`src/rtl/regfile_write_arbiter_pkg.sv`:
```
// Shared register-file constants and the write-request record used by the
// writeback sources that feed the register file write port.
package regfile_write_arbiter_pkg;

  localparam int NUM_REGS   = 32;
  localparam int REG_ADDR_W = 5;
  localparam int REG_DATA_W = 32;
  localparam int REG_ZERO   = 0;

  typedef struct packed {
    logic [REG_ADDR_W-1:0] idx;
    logic [REG_DATA_W-1:0] data;
  } wr_req_t;

  function automatic logic is_zero_reg(input logic [REG_ADDR_W-1:0] idx);
    return idx == REG_ADDR_W'(REG_ZERO);
  endfunction

endpackage

```
`src/rtl/regfile_write_arbiter_if.sv`:
```
// Valid/ready request bundle between the writeback sources (master) and the
// write-port arbiter (slave); requester i occupies slice i of each vector.
interface regfile_write_arbiter_if #(
  parameter int NUM_REQ = 3,
  parameter int DATA_W  = 32,
  parameter int ADDR_W  = 5
);
  logic [NUM_REQ-1:0]        req_valid;
  logic [NUM_REQ*ADDR_W-1:0] req_reg;
  logic [NUM_REQ*DATA_W-1:0] req_data;
  logic [NUM_REQ-1:0]        req_ready;

  modport master (
    output req_valid,
    output req_reg,
    output req_data,
    input  req_ready
  );

  modport slave (
    input  req_valid,
    input  req_reg,
    input  req_data,
    output req_ready
  );
endinterface

```
`src/rtl/regfile_write_arbiter_rr_arbiter.sv`:
```
// Combinational round-robin arbiter: the requester just after last_grant has
// highest priority, last_grant itself the lowest.
module regfile_write_arbiter_rr_arbiter #(
  parameter int NUM_REQ = 3,
  localparam int IDX_W  = $clog2(NUM_REQ)
) (
  input  logic [NUM_REQ-1:0] req_i,
  input  logic [IDX_W-1:0]   last_grant_i,
  input  logic               en_i,
  output logic [NUM_REQ-1:0] gnt_o,
  output logic [IDX_W-1:0]   idx_o
);

  logic found;
  int   cand;

  always_comb begin
    gnt_o = '0;
    idx_o = '0;
    found = 1'b0;
    cand  = 0;
    for (int k = 1; k <= NUM_REQ; k++) begin
      cand = int'(last_grant_i) + k;
      if (cand >= NUM_REQ) cand = cand - NUM_REQ;
      if (en_i && !found && req_i[cand]) begin
        found       = 1'b1;
        gnt_o[cand] = 1'b1;
        idx_o       = IDX_W'(cand);
      end
    end
  end

endmodule

```
`src/rtl/regfile_write_arbiter.sv`:
```
// Round-robin arbiter sharing the register file write port among NUM_REQ
// writeback sources, with a one-cycle registered output stage.
module regfile_write_arbiter
  import regfile_write_arbiter_pkg::*;
#(
  parameter int NUM_REQ = 3,
  parameter int DATA_W  = 32,
  parameter int ADDR_W  = 5
) (
  input  logic                       clk,
  input  logic                       rst,
  regfile_write_arbiter_if.slave     req,
  input  logic                       hold,
  output logic                       RegWrite,
  output logic [ADDR_W-1:0]          WriteReg,
  output logic [DATA_W-1:0]          WriteD,
  output logic [$clog2(NUM_REQ)-1:0] last_grant
);

  localparam int IDX_W = $clog2(NUM_REQ);

  logic [NUM_REQ-1:0] gnt;
  logic [IDX_W-1:0]   gnt_idx;
  logic               arb_en;
  logic               xfer;
  logic [ADDR_W-1:0]  sel_reg;
  logic [DATA_W-1:0]  sel_data;

  logic               regwrite_d, regwrite_q;
  logic [ADDR_W-1:0]  writereg_d, writereg_q;
  logic [DATA_W-1:0]  writed_d,   writed_q;
  logic [IDX_W-1:0]   last_d,     last_q;

  // No grants while in reset so a source never sees its request consumed then.
  assign arb_en = !hold && !rst;

  regfile_write_arbiter_rr_arbiter #(
    .NUM_REQ (NUM_REQ)
  ) u_rr (
    .req_i        (req.req_valid),
    .last_grant_i (last_q),
    .en_i         (arb_en),
    .gnt_o        (gnt),
    .idx_o        (gnt_idx)
  );

  assign req.req_ready = gnt;
  assign xfer          = |(gnt & req.req_valid);
  assign sel_reg       = req.req_reg[int'(gnt_idx)*ADDR_W +: ADDR_W];
  assign sel_data      = req.req_data[int'(gnt_idx)*DATA_W +: DATA_W];

  always_comb begin
    regwrite_d = 1'b0;
    writereg_d = writereg_q;
    writed_d   = writed_q;
    last_d     = last_q;
    if (xfer) begin
      // r0 writes are consumed but suppressed so r0 reads zero regardless of the file.
      regwrite_d = (ADDR_W != REG_ADDR_W) ? (sel_reg != '0)
                                          : !is_zero_reg(REG_ADDR_W'(sel_reg));
      writereg_d = sel_reg;
      writed_d   = sel_data;
      last_d     = gnt_idx;
    end
  end

  // Output stage
  always_ff @(posedge clk) begin
    if (rst) begin
      regwrite_q <= 1'b0;
      writereg_q <= '0;
      writed_q   <= '0;
      last_q     <= IDX_W'(NUM_REQ - 1);
    end else begin
      regwrite_q <= regwrite_d;
      writereg_q <= writereg_d;
      writed_q   <= writed_d;
      last_q     <= last_d;
    end
  end

  assign RegWrite   = regwrite_q;
  assign WriteReg   = writereg_q;
  assign WriteD     = writed_q;
  assign last_grant = last_q;

endmodule
```
`src/flat_wrapper.sv`:
```
// flat-port wrapper written by rule: the top's interface ports become plain ports
module regfile_write_arbiter_flat import regfile_write_arbiter_pkg::*;
#(
  parameter int NUM_REQ = 3,
  parameter int DATA_W  = 32,
  parameter int ADDR_W  = 5
)
  (clk, rst, hold, RegWrite, WriteReg, WriteD, last_grant, req_req_valid, req_req_reg, req_req_data, req_req_ready);
  regfile_write_arbiter_if #(.NUM_REQ(NUM_REQ), .DATA_W(DATA_W), .ADDR_W(ADDR_W)) req_i ();
  input  logic clk;
  input  logic rst;
  input  logic hold;
  output logic RegWrite;
  output logic [ADDR_W-1:0] WriteReg;
  output logic [DATA_W-1:0] WriteD;
  output logic [$clog2(NUM_REQ)-1:0] last_grant;
  input wire logic [$bits(req_i.req_valid)-1:0] req_req_valid;
  input wire logic [$bits(req_i.req_reg)-1:0] req_req_reg;
  input wire logic [$bits(req_i.req_data)-1:0] req_req_data;
  output wire logic [$bits(req_i.req_ready)-1:0] req_req_ready;
  assign req_i.req_valid = req_req_valid;
  assign req_i.req_reg = req_req_reg;
  assign req_i.req_data = req_req_data;
  assign req_req_ready = req_i.req_ready;
  regfile_write_arbiter #(.NUM_REQ(NUM_REQ), .DATA_W(DATA_W), .ADDR_W(ADDR_W)) u_core (.clk(clk), .rst(rst), .req(req_i), .hold(hold), .RegWrite(RegWrite), .WriteReg(WriteReg), .WriteD(WriteD), .last_grant(last_grant));
endmodule
```
`config.mk`:
```
export PLATFORM = sky130hd
export DESIGN_NAME = regfile_write_arbiter_flat
export DESIGN_NICKNAME = d
export VERILOG_FILES = /design/src/rtl/regfile_write_arbiter_pkg.sv /design/src/rtl/regfile_write_arbiter_if.sv /design/src/rtl/regfile_write_arbiter_rr_arbiter.sv /design/src/rtl/regfile_write_arbiter.sv /design/src/flat_wrapper.sv
export SDC_FILE = /design/constraint.sdc
export NUM_CORES = 1
export LEC_CHECK = 0
export CAP_MARGIN = 20
export CORE_UTILIZATION = 38
export CTS_CLUSTER_SIZE = 12
export DETAILED_ROUTE_END_ITERATION = 7
export GPL_TIMING_DRIVEN = 1
export MAX_ROUTING_LAYER = met4
export PLACE_DENSITY = 0.94
export SLEW_MARGIN = 20
export SYNTH_ARGS = -nofsm -noshare
export SYNTH_HDL_FRONTEND = slang
export SYNTH_SLANG_ARGS = --single-unit
```
`constraint.sdc`:
```
create_clock -name clk -period 3.5 [get_ports clk]
set_input_delay 0.7 -clock clk [delete_from_list [all_inputs] [get_ports clk]]
set_output_delay 0.7 -clock clk [all_outputs]
set_load 0.02 [all_outputs]
```
==> run metrics, run 1 <==
CP delay by family, top buffers and inverters; routing usage on met3 around 5.4%; area leader, netlist dfxtp_1; Gate Count Post-Synth roughly 370; I/O Pins 160; YS warnings 0; Initial Utilization 39.1%; total power 0.00132 W; nets 633; Final Cycle Share 96.3%; Critical Path, Cell by Cell inv_1 -> ha_2 -> nor2b_1 -> o211ai_1 -> nand4_1 -> a31o_1 -> inv_1 -> clkdlybuf4s50_1; met2 usage between 40% and 50%; DRT Pass-1 Iters 4; hold_buf cts 0; clock buffer depth 2; syn_nets 488; post-synth top area share between 30 and 40%; via count 3,221; IO buf count 159; Synth cell types 46; initial antenna violation count 0; CP Class reg2out; WL/cell 14.6 µm; RSZ-0062 raised after global routing no; Die Y roughly 85 µm; Row Count 30; dpl hpwl 6.37 mm; number of synthesized register bits 40; Critical Path Start Type register; Ant. Diodes 0; worst vdd ir 0.209 mV; area added between synthesis and finish 66.7%; largest net degree at the start of global routing 80; PwrDens 300 nW/µm²; DIE WIDTH about 85 µm; synthesized area 2640 µm²; GRT busiest layer met2; vias per inst 5.45; Crit path largest cell delay 590 ps; CTS Buf Count 5; clk_skew about 5.9 ps; sequential area share after synthesis 30.3%; Fin. Hold Viols 0; GRT Total Usage 24.0%; first-pass GRT wire length about 14 mm; insertion delay to the later sink of the worst-skew pair 290 ps; layout cells sized above 1 6.85%; worst hold path class reg2reg; maximum clock rate roughly 300 MHz; DRT antenna net count 0; DRT iter0 DRCs roughly 120; outcome finished, final reports clean; grt ovf 0; Slew HR 77.5%; top post-synthesis cells by count nand2_1 (116), nor2_1 (41), dfxtp_1 (40); worst-path fanout max 15; dominant synthesized flop cell dfxtp_1; final setup fails 0; Detailed Route WL 8.66 mm; # clock sinks 40; vias in the first global route 3,172; Synth async-reset ratio 0%; count leader, synth nand2_1; Placer Congestion 0.858; die area 7280 µm²; post-layout minimum cycle time 3370 ps; Max Transition Viols Final 0; EDFF count, synth 0; H-tree levels 2; clk slew on worst S/H paths approximately 80 ps; CP dominant cell by count inv_1; CTS tree yes; syn avg cell area 7.21 µm²; DRC viols 0; critical path endpoint category output port; Static Leakage 1.68 nW; Buf/Inv on CP 3; worst-margin pin slew 337 ps; CP max stage cell clkdlybuf4s50_1; Core Util, Final about two thirds; Root Buffer clkbuf_8; CORE AREA ~6800 µm²; Max Cap Viol 0; Critical Path AT 2670 ps; setup TNS 0 ps; top post-synthesis cells by area dfxtp_1 (30%), nand2_1 (16%), a311o_1 (14%), a21oi_1 (7.2%), nor2_1 (5.8%); WP data required around 2800 ps; M1 GR Usage 25.5%
worst min-delay path, cell delays in order, from the launching register on:
cell	delay, ps
dfxtp_1	310
nand2_1	50
a21oi_1	50
power by group:
group	switching, W	internal, W	leakage [nW]
combinational	0.000171	0.000220	1.30
clock	0.000158	0.000281	0.0642
sequential	0.0000112	0.000478	0.325
total	0.000340	0.000979	1.68
cell usage in the layout (no fill, tap or decap), drive strengths merged, types with 4 or more instances in the layout:
master and n:
nand2 118, buf 14, clkdlybuf4s50 156, a21oi 38, o21ai 4, inv 5
a311o 36, ha 5, dfxtp 40, clkbuf 5, nor2 42
metal layers:
layer  up-vias  share of wire [%]
met4         0                1.9
met1      1488                 41
met2       145                 51
met5         -                  0
met3        18                6.5
li1       1570                  -
layout make-up:
type                            instances  area (µm²)
Clock buffer                            5        68.8
Clock inverter                          2        60.1
Fill cell                             573        2360
Inverter                                5        18.8
Multi-Input combinational cell        286        1620
Sequential cell                        40         801
Tap cell                               80         100
Timing Repair Buffer                  173        1730
worst paths after layout:
| path | start | endpoint | slack (ps) | cells after the start |
|---|---|---|---|---|
| worst min register to register | u_core.WriteD[2]$_SDFFE_PP0P_ | u_core.WriteD[2]$_SDFFE_PP0P_ | 460 | 2 |
| worst min-delay path | u_core.WriteD[2]$_SDFFE_PP0P_ | u_core.WriteD[2]$_SDFFE_PP0P_ | 460 | 2 |
| worst max-delay path | u_core.last_grant[0]$_SDFFE_PP0P_ | req_req_ready[0] | 130 | 8 |
| worst max register to register | u_core.last_grant[0]$_SDFFE_PP0P_ | u_core.WriteD[30]$_SDFFE_PP0P_ | 700 | 10 |
flip-flops by register name, summed over array words and instances (netlist names):
name,cells
u_core.RegWrite,1
u_core.WriteD,32
u_core.WriteReg,5
u_core.last_grant,2
timing repair:
action,in CTS,in global routing
pin swaps,0,0
resized for setup,1,5
endpoints found under the setup margin,1,2
buffers inserted,0,0
metrics by stage:
step	worst slack, ps	std cells	area (µm²)	hold WS [ps]
floorplan	585	366	2640	533
CTS	17.8	591	4380	458
global route	31.0	591	4400	481
finish	130	591	4400	456
detailed placement	30.6	584	4250	446
global placement	59.9	584	4250	441
logic make-up after synthesis:
logic type                 share of synthesized area, %
AOI/OAI and AO/OA                                  30.1
adders and majority gates                          2.37
buffers and inverters                              9.19
DFF                                                30.3
muxes                                             0.806
and+or+nand+nor                                    27.2
(Power assumes the default switching activity.)
==> inputs of run 2 (changes only) <==
--- a/config.mk
+++ b/config.mk
@@ -6,12 +6,12 @@
 export NUM_CORES = 1
 export LEC_CHECK = 0
 export CAP_MARGIN = 20
-export CORE_UTILIZATION = 38
+export CORE_UTILIZATION = 37
 export CTS_CLUSTER_SIZE = 12
 export DETAILED_ROUTE_END_ITERATION = 7
 export GPL_TIMING_DRIVEN = 1
 export MAX_ROUTING_LAYER = met4
-export PLACE_DENSITY = 0.94
+export PLACE_DENSITY = 0.76
 export SLEW_MARGIN = 20
 export SYNTH_ARGS = -nofsm -noshare
 export SYNTH_HDL_FRONTEND = slang
==> run 2 against run 1 <==
Against the previous run: sequential power is essentially flat; clock skew rose by 2.1 ps; largest cell class unchanged; worst setup slack gained 230 ps.
==> run metrics, run 2 (synthesis results as in run 1) <==
outcome finished, final reports clean; post-layout minimum cycle time 3140 ps (-230 ps); vias per inst 5.19 (-4.7%); I/O Pins 160 (unchanged); final setup fails 0 (unchanged); RSZ-0062 raised after global routing no; critical path endpoint category output port; initial antenna violation count 0 (unchanged); Root Buffer clkbuf_8; DRT Pass-1 Iters 5 (+1); Static Leakage 1.72 nW (+2.2%); Critical Path Start Type primary input; Max Cap Viol 0 (unchanged); CTS tree yes; Critical Path, Cell by Cell clkdlybuf4s50_1 -> buf_4 -> nand2b_1 -> o211ai_1 -> and3_1 -> a31oi_1 -> nor3_1 -> dlymetal6s2s_1; worst-margin pin slew 436 ps (+99.2 ps); Critical Path End req_req_ready[1]; Buf/Inv on CP 3 (unchanged); die area 7480 µm² (+2.6%); dpl hpwl 6.21 mm (-2.5%); Core Util, Final 65.4% (+0.26 points); Fin. Hold Viols 0 (unchanged); clock buffer depth 2 (unchanged); area added between synthesis and finish 69.2%; worst vdd ir 0.173 mV (-17%); clk slew on worst S/H paths 70 ps (about the same); WP data required 2800 ps (about the same); clk_skew 7.96 ps (+2.09 ps); vias in the first global route 3,025 (-4.6%); r2r worst-path depth 10 (unchanged); Slew HR 70.9% (-6.6 points); final worst setup slack 360 ps (+230 ps); grt ovf 0 (unchanged); Final Cycle Share 89.7% (-6.6 points); M1 GR Usage 28.9% (+3.4 points); worst reg2reg path startpoint u_core.last_grant[0]$_SDFFE_PP0P_; Ant. Diodes 0 (unchanged); Critical path origin req_req_valid[0]; CORE AREA 6830 µm² (+1.1%); DRC viols 0 (unchanged); met2 usage 41.8% (-2.1 points); commonest non-fill, non-tap cell in the layout clkdlybuf4s50_1; Place WS 58.2 ps (+27.6 ps); WL/cell 14.1 µm (-3.5%); CTS Buf Count 5 (unchanged); commonest non-fill, non-tap cells in the layout clkdlybuf4s50_1 (156), nand2_1 (116), nor2_1 (41), dfxtp_1 (40), a21oi_1 (38); DIE WIDTH 86.5 µm (+1.3%); Initial Utilization 38.6% (-0.43 points); GRT Total Usage 24.3% (+0.37 points); Placer Congestion 0.759 (-12%); GRT busiest layer met2; CP delay by family, top buffers and inverters; DRT antenna net count 0 (unchanged); H-tree levels 2 (unchanged); routing usage on met3 5.43% (+0.078 points); worst hold path class reg2reg; FF-to-FF setup slack 730 ps (+30 ps); CP max stage cell clkdlybuf4s50_1; layout cells sized above 1 7.77% (+0.92 points); post-CTS setup repair buffer count 0 (unchanged); insertion delay to the later sink of the worst-skew pair 300 ps (about the same); Critical Path Stages 8 (unchanged); via count 3,174 (-1.5%); Row Count 30 (unchanged); setup TNS 0 ps (unchanged); maximum clock rate 318 MHz (+7.3%); worst-path fanout max 9 (-6); nets 636 (+0.47%); CP Class in2out; largest net degree at the start of global routing 46 (-43%); PwrDens 288 nW/µm² (-3.8%); IO buf count 159 (unchanged); DRT iter0 DRCs 114 (-7.3%); Crit path largest cell delay 460 ps (-130 ps); Max Transition Viols Final 0 (unchanged); total power 0.00129 W (-2.3%); Die Y 86.5 µm (+1.3%); # clock sinks 40 (unchanged); Critical Path AT 2440 ps (-230 ps); hold_buf cts 0 (unchanged); max reg flops 32 (unchanged); Detailed Route WL 8.64 mm (-0.20%); RR Endpoint u_core.WriteD[16]$_SDFFE_PP0P_; first-pass GRT wire length 14.1 mm (+1.7%); Filler cells 612 (+6.8%)
## run 2: power by group
part	total [W]	switching [W]	internal, W
logic	0.000396	0.000170	0.000226
clock network	0.000403	0.000170	0.000233
registers	0.000489	0.0000112	0.000478
## run 2: worst min path at each step
stage                                               from                        endpoint  slack, ps  depth (start not counted)
after floorplan            u_core.WriteD[1]$_SDFFE_PP0P_   u_core.WriteD[1]$_SDFFE_PP0P_        530                          2
after global routing       u_core.WriteD[2]$_SDFFE_PP0P_   u_core.WriteD[2]$_SDFFE_PP0P_        470                          2
after CTS                 u_core.WriteD[17]$_SDFFE_PP0P_  u_core.WriteD[17]$_SDFFE_PP0P_        460                          2
final                      u_core.WriteD[9]$_SDFFE_PP0P_   u_core.WriteD[9]$_SDFFE_PP0P_        450                          2
after global placement    u_core.WriteD[13]$_SDFFE_PP0P_  u_core.WriteD[13]$_SDFFE_PP0P_        440                          2
after detailed placement  u_core.WriteD[17]$_SDFFE_PP0P_  u_core.WriteD[17]$_SDFFE_PP0P_        450                          2
## run 2: stage by stage
step	hold slack [ps]	std cells	instance area, µm²
CTS	458	611	4440
global placement	441	603	4320
floorplan	533	366	2640
global route	474	611	4470
detailed placement	446	603	4320
finish	455	611	4470
## run 2: timing repair
item,in CTS,in global routing
resized for setup,1,6
endpoints found under the setup margin,2,3
pin swaps,0,1
hold endpoints to repair,0,0
## run 2: tightest hold or removal path, cell delays in order, from the launching register on
cell and delay (ps):
dfxtp_1 310, nand2_1 50, a21oi_1 50
## run 2: area by class of cell
class / instances / area [µm²] / area share (%)
clock buffers: 6 / 82.6 / 1.85
clock inverters: 2 / 38.8 / 0.868
inverters: 5 / 18.8 / 0.420
multi-input cells: 286 / 1630 / 36.5
flip-flops and latches: 40 / 801 / 17.9
well taps: 96 / 120 / 2.69
repair buffers: 176 / 1780 / 39.8
## run 2: metal layers
layer | up-vias | wire (µm)
met5 | - | 0
met4 | 0 | 118
met3 | 11 | 716
met2 | 131 | 4110
met1 | 1449 | 3700
li1 | 1583 | -
==> inputs of run 3 (changes only) <==
--- a/config.mk
+++ b/config.mk
@@ -5,13 +5,16 @@
 export SDC_FILE = /design/constraint.sdc
 export NUM_CORES = 1
 export LEC_CHECK = 0
+export ABC_AREA = 1
 export CAP_MARGIN = 20
 export CORE_UTILIZATION = 37
 export CTS_CLUSTER_SIZE = 12
 export DETAILED_ROUTE_END_ITERATION = 7
+export DONT_BUFFER_PORTS = 1
 export GPL_TIMING_DRIVEN = 1
 export MAX_ROUTING_LAYER = met4
-export PLACE_DENSITY = 0.76
+export PLACE_DENSITY = 0.47
+export RECOVER_POWER = 100
 export SLEW_MARGIN = 20
 export SYNTH_ARGS = -nofsm -noshare
 export SYNTH_HDL_FRONTEND = slang
==> run 3 against run 2 <==
Against the previous run: routed wire length decreased by 8.5%; combinational power decreased by 49%; utilization decreased by 25 points; count of clock-buffer cells in the layout increased by 1; critical path depth increased by 5; synthesized cell count increased by 20%; sequential cell count unchanged; worst setup slack improved by 10 ps; sequential share of layout area increased by 11 points; power decreased by 18%; critical path type is now reg2out; largest cell class is now multi-input combinational cells; largest power group unchanged; highest routed layer unchanged.
==> run metrics, run 3 <==
Critical Path Start Type register; Max Cap Viol 0 (unchanged); dpl hpwl 5.67 mm (-8.7%); dominant synthesized flop cell dfxtp_1; largest net degree at the start of global routing 34 (-26%); insertion delay to the later sink of the worst-skew pair 300 ps (about the same); RSZ-0062 raised after global routing no; Worst Hold Path EP u_core.WriteD[11]$_SDFFE_PP0P_; PwrDens 376 nW/µm² (+30%); Net Switching 0.000354 W (+0.68%); CP delay by family, top simple AND/OR/NAND/NOR gates; r2r worst-path depth 15 (+5); FF-to-FF setup slack 370 ps (-360 ps); commonest non-fill, non-tap cell in the layout nand2_1; Crit path largest cell delay 490 ps (+30 ps); clock buffer depth 2 (unchanged); Max Transition Viols Final 0 (unchanged); worst vdd ir 0.139 mV (-20%); vias in the first global route 2,260 (-25%); worst-margin pin slew 888 ps (+452 ps); CTS resizes 0 (-1); Critical Path Stages 13 (+5); WL/cell 15.0 µm (+6.3%); first-pass GRT wire length 11.7 mm (-17%); count leader, synth nand2_1; CORE AREA 6940 µm² (+1.6%); hold_buf cts 0 (unchanged); WP data required 2800 ps (about the same); Placed Area 2730 µm² (-37%); switching share of power 33.6% (+6.3 points); commonest non-fill, non-tap cells in the layout nand2_1 (123), nor2_1 (77), o21ai_0 (59), dfxtp_1 (40), inv_1 (29); layout cells sized above 1 8.60% (+0.84 points); area leader, netlist dfxtp_1; multi-input logic area 1600 µm² (-1.8%); EDFF count, synth 0 (unchanged); Final Cycle Share 89.4% (-0.30 points); number of synthesized register bits 40 (unchanged); met3 wire len 632 µm (-12%); vias per inst 5.06 (-2.7%); RR Endpoint u_core.WriteD[13]$_SDFFE_PP0P_; syn_nets 562 (+15%); die area 7680 µm² (+2.7%); min-delay src rst; DRC viols 0 (unchanged); Synth async-reset ratio 0% (unchanged); sequential area share after synthesis 29.5% (-0.81 points); Detailed Route WL 7.91 mm (-8.5%); worst-path fanout max 8 (-1); area added between synthesis and finish 3.18%; Seq pwr share 51.2% (+13 points); final setup fails 0 (unchanged); Gate Count Post-Synth 440 (+20%); YS warnings 0 (unchanged); CTS Buf Count 5 (unchanged); grt ovf 0 (unchanged); Buf/Inv on CP 4 (+1); Initial Utilization 39.1% (+0.42 points); top post-synthesis cells by area dfxtp_1 (30%), nand2_1 (17%), o21ai_0 (11%), nor2_1 (11%), o21bai_1 (5.3%); Highest Signal Layer met4; top post-synthesis cells by count nand2_1 (122), nor2_1 (77), o21ai_0 (59); Synth cell types 28 (-39%); CP dominant cell by count nand2_1; maximum clock rate 320 MHz (+0.33%); CP max stage cell dfxtp_1; FF/Latch Area 801 µm² (unchanged); clock share of power 29.4% (-1.9 points); worst hold margin 462 ps (+7.65 ps); Root Buffer clkbuf_8; Placer Congestion 0.827 (+8.9%); DIE WIDTH 87.6 µm (+1.3%); setup TNS 0 ps (unchanged); Hold Path Stages 1 (-1); DRT Pass-1 Iters 4 (-1); worst hold path class in2reg; Critical path origin u_core.last_grant[1]$_SDFFE_PP1P_; Ant. Diodes 0 (unchanged); DR WL met2 3.59 mm (-13%); CTS tree yes; Comb power frac 19.3% (-11 points); initial antenna violation count 0 (unchanged); CP Class reg2out; Die Y 87.6 µm (+1.3%); Core Util, Final 40.3% (-25 points); outcome finished, final reports clean; Critical Path AT 2430 ps (about the same); Row Count 30 (unchanged); DRT antenna net count 0 (unchanged); synthesized area 2710 µm² (+2.7%); DRT iter0 DRCs 78 (-32%); # clock sinks 40 (unchanged); max reg flops 32 (unchanged); fin area 2800 µm² (-37%); Fin. Hold Viols 0 (unchanged); post-synth top area share 29.5% (-0.81 points); M1 wire length 3.64 mm (-1.6%); H-tree levels 2 (unchanged); Filler cells 787 (+29%); Cell Count, Final, Fillers Out 526 (-14%); I/O Pins 160 (unchanged); clk slew on worst S/H paths 80 ps (about the same); critical path endpoint category output port; nets 551 (-13%); via count 2,659 (-16%); internal power 0.000699 W (-25%); Static Leakage 1.28 nW (-25%); Slew HR 40.7% (-30 points); placed cells 518 (-14%); Critical Path, Cell by Cell inv_1 -> ha_1 -> inv_4 -> nand2_1 -> nand2_1 -> nand2_1 -> nand2_1 -> nor2_4 -> nand2_4 -> inv_2 -> nand2_1 -> nand3_1 -> clkbuf_1; IO buf count 0 (-100%); worst reg2reg path startpoint u_core.last_grant[1]$_SDFFE_PP1P_; syn avg cell area 6.17 µm² (-15%); post-layout minimum cycle time 3130 ps (-10.4 ps); clk_skew 14.5 ps (+6.53 ps); GRT Total Usage 20.4% (-4.0 points); post-CTS setup repair buffer count 0 (unchanged)
[run 3: cell types whose count changed after synthesis, moves of 5 or more]
| cell | before | now |
|---|---|---|
| nand2_1 | 116 | 122 |
| buf_2 | 8 | 16 |
| inv_1 | 5 | 29 |
| clkbuf_1 | 15 | 3 |
| a311o_1 | 36 | 0 |
| o21ai_0 | 4 | 59 |
| nor2_1 | 41 | 77 |
| inv_2 | 0 | 8 |
| nand3_1 | 2 | 15 |
| buf_6 | 10 | 4 |
| o21bai_1 | 1 | 19 |
| nand3_2 | 0 | 5 |
| a21oi_1 | 38 | 15 |
[run 3: power groups by stage]
stage	registers [W]	logic (W)	clock network [W]
floorplan	0.000542	0.000177	0
global placement	0.000551	0.000205	0
detailed placement	0.000551	0.000206	0
CTS	0.000540	0.000207	0.000317
global route	0.000543	0.000232	0.000343
finish	0.000539	0.000203	0.000310
[run 3: routing by layer]
metal	up-vias	track usage (%)
li1	1370	-
met1	1172	25.8
met2	112	32.5
met3	5	5.66
met4	0	4.02
met5	-	-
[run 3: worst max-delay path by stage]
stage | end | slack, ps
detailed placement | u_core.RegWrite$_SDFF_PP0_ | 530
floorplan | req_req_ready[1] | 850
global placement | u_core.RegWrite$_SDFF_PP0_ | 560
CTS | req_req_ready[1] | 400
finish | req_req_ready[0] | 370
global route | u_core.WriteD[15]$_SDFFE_PP0P_ | 120
[run 3: layout make-up]
type                            instances  area share, %
Clock buffer                            7           2.73
Timing Repair Buffer                    8           1.70
Multi-Input combinational cell        336           57.2
Sequential cell                        40           28.6
Inverter                               38           5.19
Clock inverter                          1          0.313
Tap cell                               96           4.29
[run 3: kinds of logic after synthesis]
family          after synthesis  synth area share (%)
fa+ha+maj                     5                  2.31
simple gates                231                  35.7
flops                        40                  29.5
buf+inv                      64                  11.4
compound gates              100                  21.1
[run 3: per-stage QoR]
step | worst slack [ps] | total power, W
finish | 370 | 0.00105
global route | 122 | 0.00112
CTS | 403 | 0.00106
detailed placement | 530 | 0.000757
global placement | 563 | 0.000757
floorplan | 850 | 0.000719
